### config.mk
export PLATFORM = sky130hd
export DESIGN_NAME = rtc_bus_sequencer
export DESIGN_NICKNAME = d
export VERILOG_FILES = /design/src/rtl/rtc_bus_sequencer.sv
export SDC_FILE = /design/constraint.sdc
export NUM_CORES = 1
export LEC_CHECK = 0
export BUFFER_PORTS_ARGS = -buffer_cell sky130_fd_sc_hd__buf_2
export CAP_MARGIN = 10
export CORE_MARGIN = 2
export CORE_UTILIZATION = 46
export CTS_CLUSTER_DIAMETER = 80
export CTS_CLUSTER_SIZE = 14
export DETAILED_ROUTE_END_ITERATION = 10
export PLACE_DENSITY = 0.75
export SLEW_MARGIN = 25
export SYNTH_ARGS = -nofsm -noshare
export SYNTH_HDL_FRONTEND = slang
export SYNTH_SLANG_ARGS = --single-unit
### constraint.sdc
create_clock -name clk -period 2.6 [get_ports clk]
set_clock_uncertainty 0.05 [all_clocks]
set_input_delay 0.52 -clock clk [delete_from_list [all_inputs] [get_ports clk]]
set_output_delay 0.52 -clock clk [all_outputs]
set_load 0.02 [all_outputs]
### src/rtl/rtc_bus_sequencer.sv
// Fixed-priority arbiter and multiplexed-bus master for the external RTC chip.
// Grants one single-register access at a time and runs a full address/data cycle.
// state | meaning:  IDLE arbitrate | ADDR_SETUP/STROBE/HOLD address on bus, WRO latch strobe
//                   DATA_SETUP/STROBE/HOLD data phase, RDO or WRO strobe | RECOVER CS released
module rtc_bus_sequencer #(
  parameter int PHASE_CYC = 4
) (
  input  logic       clk,
  input  logic       reset,
  input  logic       init_req,
  input  logic [7:0] init_addr,
  input  logic [7:0] init_data,
  output logic       init_ack,
  input  logic       wr_req,
  input  logic [7:0] wr_addr,
  input  logic [7:0] wr_data,
  output logic       wr_ack,
  input  logic       rd_req,
  input  logic [7:0] rd_addr,
  output logic       rd_ack,
  output logic [7:0] rd_data,
  output logic       CSO,
  output logic       WRO,
  output logic       RDO,
  output logic       ADO,
  output logic [7:0] bus_out,
  output logic       bus_oe,
  input  logic [7:0] bus_in,
  output logic       busy
);

  typedef enum logic [2:0] {
    S_IDLE, S_ADDR_SETUP, S_ADDR_STROBE, S_ADDR_HOLD,
    S_DATA_SETUP, S_DATA_STROBE, S_DATA_HOLD, S_RECOVER
  } state_t;

  localparam logic [7:0] CNT_LOAD = 8'(PHASE_CYC - 1);
  localparam logic [1:0] ID_INIT = 2'd0;
  localparam logic [1:0] ID_WR   = 2'd1;
  localparam logic [1:0] ID_RD   = 2'd2;

  state_t     r_state;
  logic [7:0] r_cnt;
  logic [1:0] r_id;
  logic       r_is_wr;
  logic [7:0] r_addr;
  logic [7:0] r_data;
  logic       r_cso, r_wro, r_rdo, r_ado, r_oe, r_busy;
  logic [7:0] r_bus_out;
  logic [7:0] r_rd_data;
  logic       r_init_ack, r_wr_ack, r_rd_ack;

  state_t     w_nxt_state;
  logic [7:0] w_nxt_cnt;
  logic [1:0] w_nxt_id;
  logic       w_nxt_wr;
  logic [7:0] w_nxt_addr;
  logic [7:0] w_nxt_data;
  logic       w_addr_ph, w_data_ph, w_ack, w_capture;

  always_comb begin
    w_nxt_state = r_state;
    w_nxt_cnt   = r_cnt;
    w_nxt_id    = r_id;
    w_nxt_wr    = r_is_wr;
    w_nxt_addr  = r_addr;
    w_nxt_data  = r_data;
    if (r_state == S_IDLE) begin
      w_nxt_cnt = CNT_LOAD;
      if (init_req) begin
        w_nxt_state = S_ADDR_SETUP;
        w_nxt_id    = ID_INIT;
        w_nxt_wr    = 1'b1;
        w_nxt_addr  = init_addr;
        w_nxt_data  = init_data;
      end else if (wr_req) begin
        w_nxt_state = S_ADDR_SETUP;
        w_nxt_id    = ID_WR;
        w_nxt_wr    = 1'b1;
        w_nxt_addr  = wr_addr;
        w_nxt_data  = wr_data;
      end else if (rd_req) begin
        w_nxt_state = S_ADDR_SETUP;
        w_nxt_id    = ID_RD;
        w_nxt_wr    = 1'b0;
        w_nxt_addr  = rd_addr;
      end
    end else if (r_cnt == 8'd0) begin
      w_nxt_cnt   = CNT_LOAD;
      w_nxt_state = (r_state == S_RECOVER) ? S_IDLE : state_t'(r_state + 3'd1);
    end else begin
      w_nxt_cnt = r_cnt - 8'd1;
    end
  end

  // Outputs are registered from the next state so they line up with the state they describe.
  assign w_addr_ph = (w_nxt_state == S_ADDR_SETUP) || (w_nxt_state == S_ADDR_STROBE) ||
                     (w_nxt_state == S_ADDR_HOLD);
  assign w_data_ph = (w_nxt_state == S_DATA_SETUP) || (w_nxt_state == S_DATA_STROBE) ||
                     (w_nxt_state == S_DATA_HOLD);
  assign w_ack     = (w_nxt_state == S_DATA_HOLD) && (w_nxt_cnt == 8'd0);
  assign w_capture = (r_state == S_DATA_STROBE) && (r_cnt == 8'd0) && !r_is_wr;

  always_ff @(posedge clk or negedge reset) begin
    if (!reset) begin
      r_state    <= S_IDLE;
      r_cnt      <= 8'd0;
      r_id       <= ID_INIT;
      r_is_wr    <= 1'b0;
      r_addr     <= 8'd0;
      r_data     <= 8'd0;
      r_cso      <= 1'b1;
      r_wro      <= 1'b1;
      r_rdo      <= 1'b1;
      r_ado      <= 1'b1;
      r_oe       <= 1'b0;
      r_busy     <= 1'b0;
      r_bus_out  <= 8'd0;
      r_rd_data  <= 8'd0;
      r_init_ack <= 1'b0;
      r_wr_ack   <= 1'b0;
      r_rd_ack   <= 1'b0;
    end else begin
      r_state    <= w_nxt_state;
      r_cnt      <= w_nxt_cnt;
      r_id       <= w_nxt_id;
      r_is_wr    <= w_nxt_wr;
      r_addr     <= w_nxt_addr;
      r_data     <= w_nxt_data;
      r_cso      <= (w_nxt_state == S_IDLE) || (w_nxt_state == S_RECOVER);
      r_ado      <= !w_addr_ph;
      r_wro      <= !((w_nxt_state == S_ADDR_STROBE) || ((w_nxt_state == S_DATA_STROBE) && w_nxt_wr));
      r_rdo      <= !((w_nxt_state == S_DATA_STROBE) && !w_nxt_wr);
      r_oe       <= w_addr_ph || (w_data_ph && w_nxt_wr);
      r_bus_out  <= w_addr_ph ? w_nxt_addr : ((w_data_ph && w_nxt_wr) ? w_nxt_data : 8'd0);
      r_busy     <= (w_nxt_state != S_IDLE);
      r_init_ack <= w_ack && (w_nxt_id == ID_INIT);
      r_wr_ack   <= w_ack && (w_nxt_id == ID_WR);
      r_rd_ack   <= w_ack && (w_nxt_id == ID_RD);
      if (w_capture) r_rd_data <= bus_in;
    end
  end

  assign CSO      = r_cso;
  assign WRO      = r_wro;
  assign RDO      = r_rdo;
  assign ADO      = r_ado;
  assign bus_oe   = r_oe;
  assign bus_out  = r_bus_out;
  assign busy     = r_busy;
  assign rd_data  = r_rd_data;
  assign init_ack = r_init_ack;
  assign wr_ack   = r_wr_ack;
  assign rd_ack   = r_rd_ack;

endmodule

==> results by group <==
Outcome
  – Status: complete, no violations

Floorplan
  – Core Area: roughly 5600 sq um
  – Number of top-level pins: 78
  – Starting Density: 48.0%
  – Core Rows: 27
  – Die area: between 6000 and 7000 sq um
  – Die X: 80.2 microns
  – Die height: about 80 microns

Global routing
  – Vias in the first global route: approximately 2.1k
  – Global-route usage over all layers: about a fifth
  – Global-route wire length before repair: around 10000 microns
  – Initial antenna violation count: 0
  – GRT Residual Overflow: 0
  – Pin count of the biggest net entering global routing: 29

Synth
  – #FFs+latches synth: 55
  – Synth Net Count: 312
  – Post-Syn Area: 2670 sq um
  – Synthesized area per cell: 10.5 sq um
  – Ys Warns: 0
  – Synth top area share: 47.7%
  – Cell taking the most area after synthesis: dfrtp_1
  – Yosys cell types: 46
  – Synth top area cells: dfrtp_1 (48%), dfstp_2 (3.9%), mux2_2 (3.4%)
  – Post-synth EDFFs: 0
  – Fraction of registers with async set/reset: 100%
  – Post-synthesis sequential area ratio: 51.7%
  – Gate Count Post-Synth: 254
  – Ys flop type: dfrtp_1

Placed design
  – Placed cell area: about 3200 sq um
  – Hpwl dp: 4660 microns
  – Port bufs: 77
  – Pre-CTS setup slack: -0.0792 ns
  – Final GP Congestion: 0.854
  – Number of placed instances, taps included: 402

Timing
  – Worst hold margin: 0.153 ns
  – Fin worst setup slack: approximately 0.10 ns
  – Final Hold Vio Count: 0
  – Setup TNS: 0 ns
  – Fin crit period: between 2 and 2.5 ns
  – Worst rel slew slack: 52.4%
  – Final setup violating endpoints: 0
  – Crit share post-route: 96.1%
  – Least-Margin Pin Slew: ~0.70 ns
  – Fmax: 0.400 GHz
  – Final Slew Violations: 0
  – RSZ-0062 raised after global routing: true

Setup path
  – Worst R2R End: bus_out[1]
  – Crit end category: register
  – Critical path arrival: 2.67 ns
  – RR Startpoint: r_cnt[0]
  – Setup crit start kind: register
  – Critical Path RT: 2.77 ns
  – Crit path max fanout: 8
  – Reg2Reg Setup Slack: slightly above 0.1 ns
  – Reg2reg path depth: 9
  – Worst setup path class: register to register

Routing
  – Post-route ant nets: 0
  – First-iteration detailed-routing DRC count: 117
  – Vias/cell: 5.51
  – Avg WL per Cell: 15.7 microns
  – Final wirelength: roughly 6500 microns
  – Drt first pass iters: 4
  – DRC viols: 0
  – Via Count: around 2.3k

Clock tree
  – Hold Buf Count CTS: 0
  – CTS tree: built
  – CTS Buf Count: 5
  – Clk pin slew, worst setup/hold paths: 0.10 ns
  – Clock sinks: 55
  – Clock Path Buffers: 2
  – Root buf cell: clkbuf_8
  – Clock latency on the worst-skew pair: 0.32 ns
  – H-tree depth: 2

Pwr
  – Cell-internal power: between 2 and 2.5 mW
  – Combinational power share: 49.8%
  – VDD IR max: 0.512 mV
  – Pwr Density: approximately 1200 nW/um^2
  – Sw Share: 39.9%
  – Leak: 1.62 nW
  – Net Sw Power: 1.59 mW
  – Clock network power share: ~14%
  – Seq pwr share: 35.7%

Final layout
  – Layout cells sized above 1: about two fifths
  – N_diodes: 0
  – Layout filler cell count: 457
  – Fin cells: 415
  – Final std cell area, no fill: 3440 sq um
  – Layout area overhead: 28.7%
  – Layout net count: 400

Min path
  – HP Class: input port to async pin

Run
  – Max Cap Viol: 0
==> repair_timing <==
| action | CTS | global route |
|---|---|---|
| buffers inserted | 0 | 4 |
| pin swaps | 0 | 4 |
| endpoints found under the setup margin | 11 | 10 |
| cloned | 0 | 1 |
| resized for setup | 4 | 11 |
==> cell usage after synthesis, drive strengths merged, types with 6 or more instances <==
master  number
nand3       10
a211oi       8
o21a         8
o21ai        6
a32o         8
mux2         8
nand2b      11
a21oi        7
dfrtp       51
a31oi        8
nor2        17
clkbuf      13
nand2       14
o22a         8
inv         17
a221o        7
==> power by group through the flow <==
stage,sequential [mW],clock (mW),combinational [mW]
final,1.42,0.575,1.98
after global routing,1.46,0.624,2.17
after CTS,1.41,0.591,1.81
after detailed placement,1.42,0,1.78
after global placement,1.41,0,1.73
after floorplan,1.59,0,1.04
==> through the flow <==
stage	total power [mW]	utilization, %
4_1_cts	3.82	60.0
3_5_place_dp	3.21	57.4
2_1_floorplan	2.64	-
3_3_place_gp	3.14	57.4
5_1_grt	4.25	61.7
6_report	3.98	61.7
==> flip-flops by register name, indices dropped and copies added (netlist names) <==
name and cells:
ADO 1, CSO 1, RDO 1, WRO 1, bus_oe 1, bus_out 8, busy 1, init_ack 1
r_addr 8, r_cnt 8, r_data 8, r_id 2, r_is_wr 1, r_state 3, rd_ack 1, rd_data 8
wr_ack 1
==> critical path: stages (launching register included) <==
cell	delay (ns)
dfrtp_1	0.39
inv_1	0.07
ha_1	0.16
or4b_4	0.52
or2_4	0.31
a311oi_4	0.35
buf_12	0.16
nor3_4	0.04
buf_4	0.17
a211oi_1	0.19
==> worst max-delay path by stage <==
| stage | start | endpoint | slack (ns) |
|---|---|---|---|
| final | r_cnt[0] | bus_out[1] | 0.10 |
| after global routing | r_cnt[0] | init_ack | -0.03 |
| after CTS | r_cnt[0] | rd_ack | 0.03 |
| after detailed placement | r_cnt[0] | bus_out[0] | -0.08 |
| after global placement | r_cnt[0] | bus_out[7] | 0.01 |
| after floorplan | r_cnt[0] | bus_out[0] | 0.12 |
==> cell families after synthesis <==
group	synth area share, %
simple gates	15.9
compound gates	20.4
flops	51.7
buf+inv	5.33
mux	3.74
fa+ha+maj	2.34
xor+xnor	0.655
==> metal layers <==
metal | GRT usage [%] | vias to the layer above | wire length, microns
met5 | 0 | - | 0
met4 | 7.12 | 0 | 105
li1 | - | 1100 | -
met3 | 4.16 | 9 | 420
met2 | 34.0 | 96 | 3160
met1 | 28.2 | 1081 | 2850
==> area by class of cell <==
class	instances	area, sq um	area share (%)
Timing Repair inverter	1	5.00	0.145
Multi-Input combinational cell	164	1220	35.6
Tap cell	72	90.1	2.62
Timing Repair Buffer	98	556	16.1
Sequential cell	55	1380	40.1
Clock buffer	5	68.8	2.00
Inverter	17	67.6	1.96
Clock inverter	3	47.5	1.38
==> layout by cell type (no fill, tap or decap), drive strengths merged, types with 3 or more instances in the layout <==
master	synthesis	final
a32o	8	8
a21oi	7	7
clkbuf	13	5
ha	5	5
o21ai	6	6
nand2b	11	11
nand3	10	10
nor3	4	4
inv	17	17
nor4	4	4
nor2	17	17
a211oi	8	8
nand2	14	14
buf	5	98
or2	3	3
mux2	8	8
o22a	8	8
o31ai	3	3
a221o	7	7
o21a	8	8
nor2b	4	4
dfstp	4	4
dfrtp	51	51
or3	3	3
a31oi	8	8
(Power assumes the default switching activity.)
